### src/rtl/fft_frame_buffer.sv
// Two-bank ping-pong frame assembler feeding the 32-point butterfly array with one flat frame bus.
// Define FFT_FRAME_BUFFER_BITREV_EN to present slots in bit-reversed (decimation-in-time) order.
module fft_frame_buffer #(
  parameter int N  = 32,
  parameter int DW = 32,
  parameter int IW = 5
) (
  input  logic            clk,
  input  logic            rst_n,
  input  logic            in_valid,
  output logic            in_ready,
  input  logic [DW-1:0]   in_data,
  input  logic            in_sof,
  output logic            frame_valid,
  input  logic            frame_ready,
  output logic [N*DW-1:0] frame_data,
  output logic            sync_err,
  output logic [7:0]      frame_cnt
);

  typedef enum logic [1:0] {
    EMPTY   = 2'd0,
    FILLING = 2'd1,
    FULL    = 2'd2
  } bank_st_e;

  localparam logic [IW-1:0] IDX_ZERO = {IW{1'b0}};
  localparam logic [IW-1:0] IDX_ONE  = IW'(1'b1);
  localparam logic [IW-1:0] IDX_LAST = IW'(N - 1);

  bank_st_e        st_r     [2];
  bank_st_e        st_nxt_s [2];
  logic [DW-1:0]   mem_r    [2][N];
  logic            wr_bank_r;
  logic            rd_bank_r;
  logic            live_r;
  logic [IW-1:0]   wr_idx_r;
  logic            sync_err_r;
  logic [7:0]      frame_cnt_r;

  logic            in_ready_s;
  logic            frame_valid_s;
  logic [N*DW-1:0] frame_data_s;
  logic            wr_acc_s;
  logic            rd_acc_s;
  logic            resync_s;
  logic            wr_last_s;
  logic [IW-1:0]   wr_addr_s;

  function automatic logic [IW-1:0] bitrev(input logic [IW-1:0] v);
    logic [IW-1:0] r;
    for (int i = 0; i < IW; i++) begin
      r[i] = v[IW-1-i];
    end
    return r;
  endfunction

  function automatic logic [IW-1:0] slot_map(input int k);
    logic [IW-1:0] kk;
    kk = IW'(k);
`ifdef FFT_FRAME_BUFFER_BITREV_EN
    return bitrev(kk);
`else
    return kk;
`endif
  endfunction

  // Handshake qualification; an in_sof mid-frame restarts the frame at slot 0.
  always_comb begin
    wr_acc_s  = in_valid & in_ready_s;
    rd_acc_s  = frame_valid_s & frame_ready;
    resync_s  = wr_acc_s & in_sof & (wr_idx_r != IDX_ZERO);
    wr_last_s = wr_acc_s & ~resync_s & (wr_idx_r == IDX_LAST);
    if (resync_s) begin
      wr_addr_s = IDX_ZERO;
    end else begin
      wr_addr_s = wr_idx_r;
    end
  end

  // Bank state register.
  always_ff @(posedge clk or negedge rst_n) begin
    if (!rst_n) begin
      st_r[0] <= EMPTY;
      st_r[1] <= EMPTY;
    end else begin
      st_r[0] <= st_nxt_s[0];
      st_r[1] <= st_nxt_s[1];
    end
  end

  // Per-bank next state; writer and reader never own the same bank in one cycle.
  always_comb begin
    for (int b = 0; b < 2; b++) begin
      st_nxt_s[b] = st_r[b];
      case (st_r[b])
        EMPTY: begin
          if (wr_acc_s && (wr_bank_r == 1'(b))) begin
            st_nxt_s[b] = wr_last_s ? FULL : FILLING;
          end else begin
            st_nxt_s[b] = EMPTY;
          end
        end
        FILLING: begin
          if (wr_last_s && (wr_bank_r == 1'(b))) begin
            st_nxt_s[b] = FULL;
          end else begin
            st_nxt_s[b] = FILLING;
          end
        end
        FULL: begin
          if (rd_acc_s && (rd_bank_r == 1'(b))) begin
            st_nxt_s[b] = EMPTY;
          end else begin
            st_nxt_s[b] = FULL;
          end
        end
        default: st_nxt_s[b] = EMPTY;
      endcase
    end
  end

  // Output decode from registered state; frame bus is zeroed whenever no frame is presented.
  always_comb begin
    in_ready_s    = live_r & (st_r[wr_bank_r] != FULL);
    frame_valid_s = (st_r[rd_bank_r] == FULL);
    frame_data_s  = {(N*DW){1'b0}};
    for (int k = 0; k < N; k++) begin
      if (frame_valid_s) begin
        frame_data_s[k*DW +: DW] = mem_r[rd_bank_r][slot_map(k)];
      end else begin
        frame_data_s[k*DW +: DW] = {DW{1'b0}};
      end
    end
  end

  // Write pointers, read pointer, frame counter and sync error pulse.
  always_ff @(posedge clk or negedge rst_n) begin
    if (!rst_n) begin
      live_r      <= 1'b0;
      wr_bank_r   <= 1'b0;
      rd_bank_r   <= 1'b0;
      wr_idx_r    <= IDX_ZERO;
      sync_err_r  <= 1'b0;
      frame_cnt_r <= 8'd0;
    end else begin
      live_r     <= 1'b1;
      sync_err_r <= resync_s;
      if (resync_s) begin
        wr_idx_r <= IDX_ONE;
      end else if (wr_last_s) begin
        wr_idx_r  <= IDX_ZERO;
        wr_bank_r <= ~wr_bank_r;
      end else if (wr_acc_s) begin
        wr_idx_r <= wr_idx_r + IDX_ONE;
      end
      if (rd_acc_s) begin
        rd_bank_r   <= ~rd_bank_r;
        frame_cnt_r <= frame_cnt_r + 8'd1;
      end
    end
  end

  // Sample storage; contents are qualified by bank state so no reset is needed.
  always_ff @(posedge clk) begin
    if (wr_acc_s) begin
      mem_r[wr_bank_r][wr_addr_s] <= in_data;
    end
  end

  assign in_ready    = in_ready_s;
  assign frame_valid = frame_valid_s;
  assign frame_data  = frame_data_s;
  assign sync_err    = sync_err_r;
  assign frame_cnt   = frame_cnt_r;

endmodule
### config.mk
export PLATFORM = sky130hd
export DESIGN_NAME = fft_frame_buffer
export DESIGN_NICKNAME = d
export VERILOG_FILES = /design/src/rtl/fft_frame_buffer.sv
export SDC_FILE = /design/constraint.sdc
export NUM_CORES = 2
export LEC_CHECK = 0
export ABC_AREA = 1
export CAP_MARGIN = 10
export CORE_AREA = 2 2 417 419
export DETAILED_ROUTE_END_ITERATION = 16
export DIE_AREA = 0 0 419 421
export DONT_BUFFER_PORTS = 1
export GPL_ROUTABILITY_DRIVEN = 0
export PLACE_DENSITY = 0.64
export SLEW_MARGIN = 20
export SYNTH_ARGS = -nofsm -noshare
export SYNTH_HDL_FRONTEND = slang
export SYNTH_SLANG_ARGS = --single-unit
### constraint.sdc
create_clock -name clk -period 11.3 [get_ports clk]
set_clock_uncertainty 0.05 [all_clocks]
set_input_delay 2.26 -clock clk [delete_from_list [all_inputs] [get_ports clk]]
set_output_delay 2.26 -clock clk [all_outputs]
set_load 0.005 [all_outputs]
[Yosys cells after proc, flatten, opt, wreduce, memory -nomap -nowiden]
Memory sizes are Yosys's and may differ from the RTL's.
Index checks and enable logic that the tools add are counted.
Widths: inputs -> output; s select.
Word-level totals
  register bits after elaboration: 21
  bits in writable memories: 2048
  input bits: 37
  output and inout port bits: 1035
  logic and storage cells: 102
  memories: 1
Memory list
  mem_r: depth 2, bits a word 1024, rd ports 1, clocked after Yosys merged registers in 0, write ports 1, line 33  | logic [DW-1:0] mem_r [2][N];
Cells by class
  $add $sub $neg: 2
  $lt $le $gt $ge: 4
  equal/unequal tests: 7
  mux-type cells: 55
  bitwise operators: 13
  reductions and logical operators: 12
Operator list (number)
  $mux 32: 33
  $mux 1024: 1
  $demux 32 s5: 1
  $mux 2: 13
  $mux 5: 4
  $pmux 2 s3: 2
  $add 8x1->8 const B: 1
  $and 1x1->1: 7
  $logic_and 1x1->1: 7
  $eq 2x2->1 const B: 3
  $ge 6x6->1 const B: 1
  $lt 6x1->1 const B: 1
  $not 5->6: 1
  $add 5x1->5 const B: 1
  $eq 5x5->1 const B: 1
  $reduce_bool 5->1: 1
  $eq 2x1->1 const B: 2
  $ge 2x2->1 const B: 2
  $logic_not 2->1: 2
  $not 1->2: 2
  $not 1->1: 3
  $reduce_bool 3->1: 1
  $ne 2x2->1 const B: 1
  $reduce_and 2->1: 1
  $mux 1: 1

[Depth between registers and ports, before layout]
  depth in word-level cells: 16
  mapped depth: 10
  mapped depth without buffers: 10

[Worst setup path before layout]
OpenSTA, ideal clock, no wires.
  path type: input port to flip-flop
  start point: input in_valid
  end point: memory mem_r[0][896] in the netlist's numbering (enable)
  library setup time: 461 ps
  arrival time: 5048 ps
  data required time: 10789 ps
  setup slack: 5741 ps
  stages on the path: 4
  path buffers: 0
  cell sequence: nand4_1 a21oi_4 nand3_2 nor3_1
On the way
  word-level cells in the longest chain between the ends: 10
  elaborated cells on any way between the ends: 12
  classes of those cells: order compare (2); mux (5); bitwise (4); reduce/logical (1)
RTL lines
  from (decl): line 10  | input logic in_valid,
  $and 1x1->1 (*): line 70  | wr_acc_s = in_valid & in_ready_s;
  $and 1x1->1 (2 in a row): line 72  | resync_s = wr_acc_s & in_sof & (wr_idx_r != IDX_ZERO);
  $mux 5: line 74  | if (resync_s) begin
  $not 5->6 (not written as such): line 167  | mem_r[wr_bank_r][wr_addr_s] <= in_data;
  $ge 6x6->1 (not written as such) or $lt 6x1->1 (tied branches): line 167
  $logic_and 1x1->1 (not written as such): line 167
  $mux 32 (not written as such): line 167
  $demux 32 s5: line 167
  $mux 1024 (not written as such) (*): line 167
  to (decl): line 33
Mark *: on every way between the ends. The rest lies on a longest branch, timed or not.

[Worst setup path in the final report]
  start point: register rd_bank_r
  end point: output frame_data[286]
On the way
  word-level cells in the longest chain between the ends: 6
  elaborated cells on any way between the ends: 7
  classes of those cells: eq/ne (1); mux (4); bitwise (1); memory (1)
RTL lines
  from (decl): line 35  | logic rd_bank_r;
  from (signal assigned): line 158  | rd_bank_r <= ~rd_bank_r;
  $not 1->2 (not written as such): line 126  | frame_valid_s = (st_r[rd_bank_r] == FULL);
  $mux 2 (not written as such) (3 in a row): line 126
  $eq 2x2->1: line 126
  $mux 32 (*): line 129  | if (frame_valid_s) begin
  to (decl): line 16  | output logic [N*DW-1:0] frame_data,
Mark *: on every way between the ends. The rest lies on a longest branch, timed or not. The select of a mux whose other input is x is not followed.

==> results.md <==
* Final Power at 15500 uW
* Via density per instance at 5.79
* Count leader, synth: nand2_1
* Leading area contributor after synthesis: edfxtp_1
* Core ar. at 172000 um2
* Final wirelength at 249000 um
* Mapped Avg Cell Area at 13.8 um2
* Die width at 419 um
* Vias in the first global route at 44276
* CTS tree: built
* Post-CTS resize count at 0
* Min-Delay Path Depth at 1
* Grt ovf at 0
* Drt wl/cell at 30.6 um
* WHS at 458 ps
* Initial Util at 0.456
* Fin crit share at 0.740
* Reg clk slew, reported paths at around 60 ps
* Share of layout cells above drive strength 1 at 0.127
* DP HPWL at between 100000 and 150000 um
* Crit path DAT at 6050 ps
* Commonest cells post-synth: 2087 x nand2_1, 2048 x edfxtp_1, 755 x a21oi_1
* PortBufs at 0
* Setup_tns at 0 ps
* Number of synthesized register bits at 2069
* Largest net degree at the start of global routing at between 200 and 250
* RSZ-0062 raised after global routing: no
* Max Clk Rate at 120 MHz
* Reg2reg path depth at 8
* Cells after synthesis at roughly 5700
* Hold WC Path Type: flop to flop
* Crit Path Max Fanout at between 150 and 200
* Die height at about 420 um
* Endpoints failing setup at 0
* Fin. max-slew vios at 0
* Mapped Nets at 5733
* Design area at 88000 um2
* Register Area at 62000 um2
* Routed Antenna Nets at 0
* Cell Rows at 153
* Setup crit start kind: flop
* EDFF count, synth at 2048
* Type of destination of the critical path: primary output
* DRT iter0 DRCs at ~6700
* Worst slew margin at 0.143
* Area contributors post-synth: edfxtp_1 78%, nand2_1 10%, a21oi_1 4.8%, a21oi_2 3.0%, clkbuf_1 1.0%
* Max Cap Viol at 0
* Multi-input logic area at 15200 um2
* Slew @ Worst Pin at roughly 1300 ps
* Synth Warn # at 0
* # DRC at 0
* Syn-to-layout area delta at 11.8%
* Final Net Count at 5679
* Setup ws final at around 2900 ps
* Layout fillers at 14165
* R2r endpoint: mem_r[1][66]
* Ports at 1072
* Leakage at 0.0288 uW
* Place WS at 3930 ps
* Synthesized area at 78700 um2
* Root buf cell: clkbuf_16
* Total number of vias at 47106
* Gr usage total at 0.275
* Post-CTS setup buffers at 0
* CTS H-tree depth at 4
* CTS sink cnt at 2069
* Area after DPL at roughly 80000 um2
* PD cells at roughly 180 nW/um2
* Worst VDD drop at 0.000165 V
* RR Startpoint: wr_bank_r
* Antenna violations before repair at 11
* CTS Hold Buffers Added at 0
* FFs w/ async S/R, synth at 0.0101
* Outcome: complete, no violations
* Flop2flop setup slack at about 7700 ps
* Sequential share of the synthesized area at 0.788
* Hold EP: frame_cnt[7]
* Max Buffers Root-to-Sink at 3
* Hold Crit Start: frame_cnt[7]
* Synth Flop Type: edfxtp_1
* Die ar. at 176000 um2
* Synth cell types at 35
* Router iterations before antenna repair at 6
* Post-synth top area share at 0.781
* Crit Path Category: flop to primary output
* Req. time, crit path at around 9000 ps
* First-pass GRT wire length at 342000 um
* Period minus WS final at approximately 8400 ps
* TritonCTS Buffers at 200
* Clock Latency Late Sink at 860 ps
* Final hold violation count at 0
==> area by class of cell <==
class,count,share of cell area
clock buffer,234,0.0586
clock inverter,131,0.0146
timing repair buffer,94,0.0139
antenna,7,0.000199
sequential,2069,0.705
tap,2325,0.0331
inverter,30,0.00158
multi-input combinational,3243,0.173
==> cells in the final DEF (no fill, tap or decap), drive strengths merged, types with 14 or more instances in the layout <==
cell	count
nand2	2087
edfxtp	2048
a21oi	1026
clkbuf	234
clkinv	101
buf	94
nor2	47
inv	38
nor3	27
dfrtp	21
bufinv	17
nand3	14
==> layer usage <==
layer,track usage,routed length (um)
met3,0.0697,25100
met5,0,0
met4,0.169,17700
met2,0.432,118000
met1,0.343,88100
==> how the worst max path moves through the flow <==
stage | start | to | cells past startpoint
4_1_cts | rd_bank_r | frame_data[286] | 7
3_3_place_gp | rd_bank_r | frame_data[313] | 7
2_1_floorplan | in_valid | mem_r[0][896] | 4
5_1_grt | rd_bank_r | frame_data[240] | 7
3_5_place_dp | rd_bank_r | frame_data[286] | 7
6_report | rd_bank_r | frame_data[286] | 7
==> worst max-delay path, cell delays in order (launching register included) <==
cell	delay, ps
dfrtp_4	750
inv_16	530
buf_4	870
buf_4	950
buf_4	690
buf_4	680
nand2_1	170
a21oi_2	180
==> sequential cells by signal, summed over array words and instances (netlist names) <==
register,cells
rd_bank_r,1
st_r,4
wr_bank_r,1
mem_r,2048
live_r,1
frame_cnt,8
sync_err,1
wr_idx_r,5
==> cells by family (layout without fill, tap and decap cells) <==
group                      after synthesis  in the layout  share of synthesized area
and+or+nand+nor                       2188           2188                      0.107
xor gates and xnor gates                10             10                    0.00111
buffers and inverters                  380            489                     0.0240
other                                    1              8                  0.0000476
muxes                                    1              1                   0.000143
adders and majority gates                4              4                   0.000636
AOI/OAI and AO/OA                     1039           1039                     0.0793
DFF                                   2069           2069                      0.788
==> per-stage QoR <==
stage,util,instances
3_3_place_gp,0.469,7734
3_5_place_dp,0.471,7749
6_report,0.510,8133
4_1_cts,0.508,8114
5_1_grt,0.510,8126
2_1_floorplan,-,5692
==> power by group <==
part | internal [uW] | switching, uW | leakage, uW | total [uW]
Sequential | 8510 | 35.9 | 0.0187 | 8540
Combinational | 85.5 | 328 | 0.00693 | 413
Clock | 3670 | 2900 | 0.00315 | 6570
Total | 12300 | 3270 | 0.0288 | 15500
(Power assumes the default switching activity.)
